--- config.mk ---
export PLATFORM = sky130hd
export DESIGN_NAME = rotate_issue_queue
export DESIGN_NICKNAME = d
export VERILOG_FILES = /design/src/rtl/rotq_pkg.sv /design/src/rtl/rotq_fifo.sv /design/src/rtl/rotate_issue_queue.sv
export SDC_FILE = /design/constraint.sdc
export NUM_CORES = 1
export LEC_CHECK = 0
export ABC_AREA = 1
export CORE_MARGIN = 2
export CORE_UTILIZATION = 40
export CTS_CLUSTER_SIZE = 14
export DETAILED_ROUTE_END_ITERATION = 8
export MAX_ROUTING_LAYER = met4
export SYNTH_ARGS = -nofsm -noshare
export SYNTH_HDL_FRONTEND = slang
export SYNTH_SLANG_ARGS = --single-unit
--- constraint.sdc ---
create_clock -name clk -period 1.8 [get_ports clk]
set_clock_uncertainty 0.2 [all_clocks]
set_input_delay 0.18 -clock clk [delete_from_list [all_inputs] [get_ports clk]]
set_output_delay 0.18 -clock clk [all_outputs]
set_load 0.005 [all_outputs]
--- src/rtl/rotq_pkg.sv ---
// Shared widths and command payload for the rotate issue queue.
package rotq_pkg;

   localparam int unsigned DATA_W = 4;
   localparam int unsigned AMT_W  = 2;

   typedef struct packed {
      logic [DATA_W-1:0] data;
      logic [AMT_W-1:0]  amt;
   } rotq_cmd_t;

endpackage : rotq_pkg

--- src/rtl/rotq_fifo.sv ---
// Synchronous command FIFO; owns read/write pointers and the occupancy count.
// No same-cycle bypass: an entry is visible at head only after the push edge.
module rotq_fifo
   import rotq_pkg::*;
#(
   parameter int unsigned DEPTH = 4
) (
   input  logic                     clk,
   input  logic                     rst_n,
   input  logic                     push,
   input  rotq_cmd_t                push_data,
   input  logic                     pop,
   output rotq_cmd_t                head,
   output logic [$clog2(DEPTH):0]   count
);

   localparam int unsigned PTR_W = $clog2(DEPTH);
   localparam int unsigned CNT_W = $clog2(DEPTH) + 1;

   rotq_cmd_t          mem_q [DEPTH];
   rotq_cmd_t          mem_d [DEPTH];
   logic [PTR_W-1:0]   wr_ptr_q, wr_ptr_d;
   logic [PTR_W-1:0]   rd_ptr_q, rd_ptr_d;
   logic [CNT_W-1:0]   count_q, count_d;

   assign head  = mem_q[rd_ptr_q];
   assign count = count_q;

   // Next-state for storage, pointers (wrap modulo DEPTH) and occupancy.
   always_comb begin
      mem_d    = mem_q;
      wr_ptr_d = wr_ptr_q;
      rd_ptr_d = rd_ptr_q;
      count_d  = count_q;
      if (push) begin
         mem_d[wr_ptr_q] = push_data;
         wr_ptr_d        = wr_ptr_q + PTR_W'(1);
      end
      if (pop) begin
         rd_ptr_d = rd_ptr_q + PTR_W'(1);
      end
      case ({push, pop})
         2'b10:   count_d = count_q + CNT_W'(1);
         2'b01:   count_d = count_q - CNT_W'(1);
         default: count_d = count_q;
      endcase
   end

   // FIFO state registers.
   always_ff @(posedge clk or negedge rst_n) begin
      if (!rst_n) begin
         for (int i = 0; i < int'(DEPTH); i++) begin
            mem_q[i] <= '0;
         end
         wr_ptr_q <= '0;
         rd_ptr_q <= '0;
         count_q  <= '0;
      end else begin
         mem_q    <= mem_d;
         wr_ptr_q <= wr_ptr_d;
         rd_ptr_q <= rd_ptr_d;
         count_q  <= count_d;
      end
   end

endmodule : rotq_fifo

--- src/rtl/rotate_issue_queue.sv ---
// Buffered issue stage in front of an external 4-bit barrel shifter:
// command FIFO -> registered shifter drive -> captured result with valid/ready.
module rotate_issue_queue
   import rotq_pkg::*;
#(
   parameter int unsigned DEPTH = 4
) (
   input  logic                     clk,
   input  logic                     rst_n,
   input  logic                     cmd_valid,
   output logic                     cmd_ready,
   input  logic [DATA_W-1:0]        cmd_data,
   input  logic [AMT_W-1:0]         cmd_amt,
   output logic [DATA_W-1:0]        sh_i,
   output logic [AMT_W-1:0]         sh_s,
   input  logic [DATA_W-1:0]        sh_o,
   output logic                     res_valid,
   input  logic                     res_ready,
   output logic [DATA_W-1:0]        res_data,
   output logic [$clog2(DEPTH):0]   fifo_count,
   output logic                     busy
);

   localparam int unsigned CNT_W = $clog2(DEPTH) + 1;

   rotq_cmd_t          push_cmd;
   rotq_cmd_t          head;
   logic [CNT_W-1:0]   count;
   logic               push;
   logic               pop;
   logic               capture;

   logic [DATA_W-1:0]  sh_i_q, sh_i_d;
   logic [AMT_W-1:0]   sh_s_q, sh_s_d;
   logic               d_valid_q, d_valid_d;
   logic [DATA_W-1:0]  res_data_q, res_data_d;
   logic               res_valid_q, res_valid_d;

   // Ready is a function of registered occupancy only.
   assign cmd_ready     = (count != CNT_W'(DEPTH));
   assign push          = cmd_valid && cmd_ready;
   assign push_cmd.data = cmd_data;
   assign push_cmd.amt  = cmd_amt;

   // Capture frees the drive stage, so a pop may refill it in the same cycle.
   assign capture = d_valid_q && (!res_valid_q || res_ready);
   assign pop     = (count != '0) && (!d_valid_q || capture);

   rotq_fifo #(
      .DEPTH     (DEPTH)
   ) u_fifo (
      .clk       (clk),
      .rst_n     (rst_n),
      .push      (push),
      .push_data (push_cmd),
      .pop       (pop),
      .head      (head),
      .count     (count)
   );

   // Drive and result stage next-state; drive regs hold when not popping.
   always_comb begin
      sh_i_d      = sh_i_q;
      sh_s_d      = sh_s_q;
      d_valid_d   = d_valid_q;
      res_data_d  = res_data_q;
      res_valid_d = res_valid_q;
      if (pop) begin
         sh_i_d    = head.data;
         sh_s_d    = head.amt;
         d_valid_d = 1'b1;
      end else if (capture) begin
         d_valid_d = 1'b0;
      end
      if (capture) begin
         res_data_d  = sh_o;
         res_valid_d = 1'b1;
      end else if (res_valid_q && res_ready) begin
         res_valid_d = 1'b0;
      end
   end

   // Pipeline registers.
   always_ff @(posedge clk or negedge rst_n) begin
      if (!rst_n) begin
         sh_i_q      <= '0;
         sh_s_q      <= '0;
         d_valid_q   <= 1'b0;
         res_data_q  <= '0;
         res_valid_q <= 1'b0;
      end else begin
         sh_i_q      <= sh_i_d;
         sh_s_q      <= sh_s_d;
         d_valid_q   <= d_valid_d;
         res_data_q  <= res_data_d;
         res_valid_q <= res_valid_d;
      end
   end

   assign sh_i       = sh_i_q;
   assign sh_s       = sh_s_q;
   assign res_data   = res_data_q;
   assign res_valid  = res_valid_q;
   assign fifo_count = count;
   assign busy       = (count != '0) || d_valid_q || res_valid_q;

endmodule : rotate_issue_queue

# Word-level counts from Yosys, hierarchy flattened
# Cells that the tools add are included.
dict set report classes {
  n_addsub 4
  order_cmp 3
  eq_ne 3
  muxes 11
  n_bitwise 2
  reduce_logical 15
}
# op count
set op_table {}
lappend op_table {{$bwmux W24} 1}
lappend op_table {{$mux W6} 3}
lappend op_table {{$bmux W6 S2} 1}
lappend op_table {{$demux W6 S2} 1}
lappend op_table {{$ge A3 B3 Y1 const B} 2}
lappend op_table {{$not A2 Y3} 2}
lappend op_table {{$pmux W3 S2} 1}
lappend op_table {{$reduce_bool A2 Y1} 3}
lappend op_table {{$logic_and A1 B1 Y1} 5}
lappend op_table {{$add A2 B1 Y2 const B} 2}
lappend op_table {{$logic_or A1 B1 Y1} 4}
lappend op_table {{$mux W1} 4}
lappend op_table {{$add A3 B1 Y3 const B} 1}
lappend op_table {{$lt A3 B1 Y1 const B} 1}
lappend op_table {{$ne A3 B3 Y1 const B} 1}
lappend op_table {{$reduce_bool A3 Y1} 1}
lappend op_table {{$sub A3 B1 Y3 const B} 1}
lappend op_table {{$eq A2 B1 Y1 const B} 1}
lappend op_table {{$eq A2 B2 Y1 const B} 1}
lappend op_table {{$logic_not A1 Y1} 2}
dict set report word_totals {
  ff_bits 43
  in_bits 14
  out_inout_bits 16
  wordCells 54
}

# Longest topological paths before layout
# Gate-level depths: netlist of run 1.
dict set report depth {
  depth_word 7
  ltp_mapped 10
  depth_no_buf 10
}

# Hierarchy
# From an unflattened synthesis of run 1, not the netlist that was laid out.
dict set report hier_totals {
  cells_unflattened 228
  hier_area_um2 2110.8
}
# mod n_inst cells_per_inst area_per_inst_um2 seq_area_each_um2
set by_module_without_submodules {}
lappend by_module_without_submodules {rotq_fifo 1 170 1597.8 775.7}
lappend by_module_without_submodules {rotate_issue_queue 1 58 513.0 300.3}

# Worst setup path before layout of run 1
# Ideal clock, no wire load.
dict set report synth_timing {
  path_kind {register to register}
  from {reg u_fifo.count_q[1] (netlist: u_fifo.count[1])}
  to {reg u_fifo.count_q[2] (netlist: u_fifo.count[2])}
  setup_time_ns 0.123
  t_arrival_ns 1.638
  required_time_ns 1.477
  slack_ns -0.161
  stages_incl_launch_ff 10
  n_path_buf 0
  synth_period_minus_slack_ns 1.961
  cell_sequence {dfrtp_1 -> inv_1 -> nand3_1 -> nand2_2 -> inv_1 -> ha_1 -> fa_1 -> nand2_1 -> nand3_1 -> xor2_1}
}
dict set report synth_between {
  elab_chain_cells 4
  elab_cells_between_ends 10
  cone_classes {2 x add/sub; 3 x eq/ne; 1 x mux; 4 x reduce/logical}
}
# item line
set synth_rtl {}
lappend synth_rtl {{start: declaration} rotq_fifo.sv:24} ;# logic [CNT_W-1:0] count_q, count_d;
lappend synth_rtl {{start signal: assignment} rotq_fifo.sv:62} ;# count_q <= count_d;
lappend synth_rtl {{$ne A3 B3 Y1 / $reduce_bool A3 Y1 (equally long branches)} {rotate_issue_queue.sv:40, rotate_issue_queue.sv:47}}
lappend synth_rtl {{$logic_and A1 B1 Y1 (on tied branches)} {rotate_issue_queue.sv:41, rotate_issue_queue.sv:47}}
lappend synth_rtl {{$eq A2 B1 Y1 / $eq A2 B2 Y1 (equally long branches)} rotq_fifo.sv:42} ;# case ({push, pop})
lappend synth_rtl {{$pmux W3 S2 / $reduce_bool A2 Y1 (equally long branches)} --}
# Several ways; a longest one is shown, not always the timed one.
# A chain may end at the register's enable or synchronous reset.

# Worst setup path in the final report of run 1
# Same ends and word-level chain as after synthesis.

==> run summary, run 1 <==
clk root buf -> clkbuf_8
reg-to-reg startpoint -> u_fifo.count[1]$_DFFE_PN0P_
pwr/cell area -> 1820 nW/um^2
DR iter-0 viols -> 137
CORE AREA -> 5410 sq um
share of layout cells above drive strength 1 -> 0.142
fin worst setup slack -> -0.00407 ns
full die area -> 6130 sq um
Seq/Total Area, Yosys -> 0.487
I/O pins -> 30
crit path DAT -> 1.80 ns
DRT Pass-1 Iters -> 4
ant diodes -> 0
Pleak -> 1.47 nW
Worst Setup End Kind -> flop
Yosys reg bits -> 43
Core Rows -> 27
CTS buffer count -> 5
HPWL after DPL -> 3.29 mm
DP Cell Count -> 373
r2r setup slk -> -0.004 ns
Syn Area/Cell -> 8.21 sq um
final worst path period share -> 1.00
worst reg-to-reg path cell count -> 9
Tot Pwr -> 5.17 mW
cells after synthesis -> 269
die span in y -> 78.3 um
RSZ-0062 raised after global routing -> yes
Routed WL -> 4.75 mm
filler cell count -> 531
CTS tree -> built
crit path kind -> reg -> reg
mapped cell area -> 2210 sq um
Min-Delay Path Class -> in -> async
Final setup viols -> 1
worst-path maximum fanout -> 4
DR WL/cell -> 12.3 um
pre-CTS setup slack -> -0.174 ns
routed vias/inst -> 4.62
clk buf depth -> 2
Tmin final -> 1.80 ns
Req. time, crit path -> 1.80 ns
Finished Layout Cells -> 388
area delta synth->final -> 28.8%
Slew Viols, Final -> 0
Synthesized Nets -> 289
status -> complete, but fails checks
Post-route DRC -> 0
H-tree depth -> 2
failing checks -> setup timing
GR Overflow Total -> 0
Startpoint Class -> flop
Netlist cell types -> 21
Initial Util -> 0.409
die width -> 78.3 um
Final Hold Fails -> 0
worst slew pin tran -> 0.344 ns
Total Neg Setup Slack -> -0.00407 ns
Peak VDD IR -> 0.689 mV
fmax -> 554 MHz
Clock Latency Late Sink -> 0.30 ns
clock transition at the registers of the reported paths -> 0.08 ns
Nets -> 335
All-Layer GR Usage -> 0.178
CTS sink count -> 43
area of the multi-input gates -> 955 sq um
port bufs -> 29
number of global-route vias before repair -> 1636
Placer Congestion -> 0.773
slew margin rel. -> 0.771
Worst R2R End -> u_fifo.count[2]$_DFFE_PN0P_
largest net degree at the start of global routing -> 44
Vias -> 1792
antenna violations before repair -> 0
max-cap violation count -> 0
first-pass GRT wire length -> 8.20 mm
ANT nets after route -> 0
Reg area -> 1080 sq um
Warnings, synthesis -> 0
layout by cell type, fill, tap and decap left out, types with 2 or more instances in the layout:
master	count
clkdlybuf4s50_1	26
inv_1	31
nand3_4	5
nand4_1	25
buf_4	18
xor2_1	2
clkbuf_8	5
nand2_1	115
ha_1	4
inv_2	4
dfrtp_1	42
xnor2_1	2
nand3_1	18
bufinv_16	2
nand3_2	2
worst max-delay path by stage:
| stage | cells past startpoint | slack (ns) | end | startpoint |
|---|---|---|---|---|
| 2_1_floorplan | 9 | -0.008 | u_fifo.count[2]$_DFFE_PN0P_ | u_fifo.count[1]$_DFFE_PN0P_ |
| 3_3_place_gp | 10 | -0.17 | u_fifo.count[2]$_DFFE_PN0P_ | res_ready |
| 3_5_place_dp | 10 | -0.17 | u_fifo.count[2]$_DFFE_PN0P_ | res_ready |
| 4_1_cts | 9 | -0.0003 | u_fifo.count[2]$_DFFE_PN0P_ | u_fifo.count[2]$_DFFE_PN0P_ |
| 5_1_grt | 9 | -0.08 | u_fifo.count[2]$_DFFE_PN0P_ | u_fifo.count[1]$_DFFE_PN0P_ |
| 6_report | 9 | -0.004 | u_fifo.count[2]$_DFFE_PN0P_ | u_fifo.count[1]$_DFFE_PN0P_ |
what timing repair did:
action,4_1_cts,5_1_grt
hold endpoints to repair,43,0
pin swaps,1,1
gates resized for setup,3,1
hold buffers,1,0
setup endpoints to repair,2,2
setup buffers,3,3
gates cloned,0,0
critical path: stages (launching register included):
cell and delay [ns]:
dfrtp_1 0.40, inv_2 0.11, nand3_2 0.08, nand2_2 0.10, inv_4 0.04, ha_4 0.15, fa_2 0.33, nand2_1 0.06
nand3_1 0.08, xor2_1 0.14
final cells by class:
type,instances,share of cell area
sequential,43,0.379
multi-input combinational,180,0.336
timing repair buffer,49,0.158
inverter,36,0.0484
tap,72,0.0317
clock buffer,5,0.0242
clock inverter,3,0.0237
logic make-up after synthesis:
kind of cell | synth area share
flops | 0.487
fa+ha+maj | 0.0374
simple gates | 0.354
xor+xnor | 0.0232
compound gates | 0.00453
buf+inv | 0.0934
flip-flops by register name, summed over array words and instances, names as in the netlist:
signal	count
u_fifo.mem_q	24
res_data	4
sh_i	4
u_fifo.count	3
sh_s	2
u_fifo.rd_ptr_q	2
u_fifo.wr_ptr_q	2
d_valid_q	1
res_valid	1
power by group:
part,internal (mW),switching (mW),total (mW)
Combinational,1.17,1.36,2.53
Clock,0.553,0.349,0.902
Sequential,1.44,0.304,1.74
metal layers:
metal	wire length, um	up-vias	track usage
met2	2140	34	0.246
li1	-	938	-
met5	0	-	-
met4	61	0	0.0684
met3	177	5	0.0414
met1	2380	815	0.255
through the flow:
stage                     hold WS, ns   util  cell area (sq um)
final                           0.170  0.526               2850
after detailed placement      -0.0229  0.490               2650
after floorplan                -0.316      -               2230
after global routing            0.204  0.526               2850
after global placement        -0.0237  0.490               2650
after CTS                       0.181  0.522               2820
synth_stat cells (all sizes together):
master	instances	share of area
o21ai	2	0.0045
xor2	3	0.015
inv	36	0.061
dfrtp	43	0.49
nand2	116	0.20
nor2	1	0.0017
ha	5	0.028
xnor2	2	0.0079
clkbuf	2	0.0034
fa	1	0.0091
nand3	25	0.084
nand4	25	0.071
buf	8	0.029
Power figures use the tool's default switching activity.
==> run 2, diff against run 1 <==
SETUP_SLACK_MARGIN = 0.5   (was not set)
==> run summary, run 2 (synthesis gave the netlist of run 1 again) <==
number of global-route vias before repair -> 1775
ANT nets after route -> 0
DRT Pass-1 Iters -> 4
Req. time, crit path -> 1.79 ns
CTS sink count -> 43
RSZ-0062 raised after global routing -> yes
Peak VDD IR -> 0.987 mV
status -> complete, but fails checks
commonest non-fill, non-tap cells in the layout -> nand2_1, dfrtp_1, inv_1
worst-path maximum fanout -> 3
Core Rows -> 27
max-cap violation count -> 0
H-tree depth -> 2
GR Overflow Total -> 0
worst reg-to-reg path cell count -> 9
Min-Delay Path Class -> in -> async
pwr/cell area -> 1810 nW/um^2
commonest non-fill, non-tap cell in the layout -> nand2_1
largest net degree at the start of global routing -> 30
final worst path period share -> 1.01
DR iter-0 viols -> 51
clk root buf -> clkbuf_8
routed vias/inst -> 4.70
Routed WL -> 5.19 mm
crit path DAT -> 1.80 ns
Placer Congestion -> 0.800
first-pass GRT wire length -> 8.47 mm
full die area -> 6130 sq um
WHS -> 0.142 ns
die width -> 78.3 um
crit path kind -> reg -> reg
fin worst setup slack -> -0.00912 ns
Post-route DRC -> 0
fmax -> 553 MHz
ant diodes -> 0
die span in y -> 78.3 um
HPWL after DPL -> 3.39 mm
Clock Latency Late Sink -> 0.29 ns
CTS tree -> built
Slew Viols, Final -> 0
antenna violations before repair -> 0
area delta synth->final -> 47.1%
Startpoint Class -> flop
Tot Pwr -> 5.88 mW
Tmin final -> 1.81 ns
slew margin rel. -> 0.725
clock transition at the registers of the reported paths -> 0.08 ns
failing checks -> setup timing
Nets -> 359
I/O pins -> 30
CORE AREA -> 5410 sq um
Worst Setup End Kind -> flop
Final setup viols -> 1
DR WL/cell -> 12.6 um
All-Layer GR Usage -> 0.181
share of layout cells above drive strength 1 -> 0.318
Vias -> 1935
port bufs -> 29
worst slew pin tran -> 0.413 ns
CTS buffer count -> 5
max reg flops -> 24
Initial Util -> 0.409
Pleak -> 1.66 nW
Final Hold Fails -> 0
top register by number of flip-flops -> u_fifo.mem_q
clk buf depth -> 2
## run 2: through the flow
step | cell area (sq um) | setup slack (ns) | utilization | setup TNS [ns] | instances
4_1_cts | 3080 | -0.00241 | 0.570 | -0.00241 | 402
3_3_place_gp | 2660 | -0.163 | 0.493 | -0.272 | 374
5_1_grt | 3250 | -0.0879 | 0.601 | -0.150 | 412
6_report | 3250 | -0.00912 | 0.601 | -0.00912 | 412
2_1_floorplan | 2240 | -0.00837 | - | -0.00837 | 269
3_5_place_dp | 2660 | -0.171 | 0.493 | -0.323 | 374
## run 2: final timing paths
path | from | to | slack, ns
hold reg to reg | u_fifo.mem_q[12]$_DFFE_PN0P_ | u_fifo.mem_q[12]$_DFFE_PN0P_ | 0.27
hold / removal | rst_n | u_fifo.mem_q[23]$_DFFE_PN0P_ | 0.14
min in group clk | sh_o[1] | res_data[1]$_DFFE_PN0P_ | 0.24
max in group asynchronous | rst_n | u_fifo.rd_ptr_q[1]$_DFFE_PN0P_ | 0.76
setup / recovery | u_fifo.count[0]$_DFFE_PN0P_ | u_fifo.count[2]$_DFFE_PN0P_ | -0.009
setup reg to reg | u_fifo.count[0]$_DFFE_PN0P_ | u_fifo.count[2]$_DFFE_PN0P_ | -0.009
## run 2: timing repair
action,4_1_cts,5_1_grt
hold buffers,1,0
setup buffers,16,9
pin swaps,11,4
setup endpoints to repair,53,53
endpoints found under the hold margin,43,0
gates resized for setup,68,31
cloned,3,1
## run 2: cell type report
cell class / instances / area (sq um)
Clock buffer: 5 / 68.8
Multi-Input combinational cell: 180 / 1080
Clock inverter: 3 / 15.0
Fill cell: 489 / 2160
Inverter: 36 / 143
Timing Repair Buffer: 73 / 774
Sequential cell: 43 / 1080
Tap cell: 72 / 90.1
## run 2: report_power, final
| part | internal (mW) | switching, mW | leakage, nW |
|---|---|---|---|
| clock | 0.266 | 0.331 | 0.0477 |
| sequential | 1.45 | 0.372 | 0.525 |
| combinational | 1.85 | 1.62 | 1.08 |
## run 2: per-layer routing
metal / global-route usage / part of all wire
met3: 0.0345 / 0.034
met2: 0.296 / 0.49
met4: 0.0596 / 0.014
met5: - / 0
met1: 0.228 / 0.46
## run 2: worst max-delay path, cell delays in order, from the launching register on
cell	delay, ns
dfrtp_2	0.42
inv_2	0.09
nand3_2	0.08
nand2_2	0.09
inv_4	0.05
ha_4	0.15
fa_2	0.33
nand2_1	0.06
nand3_1	0.08
xor2_1	0.14
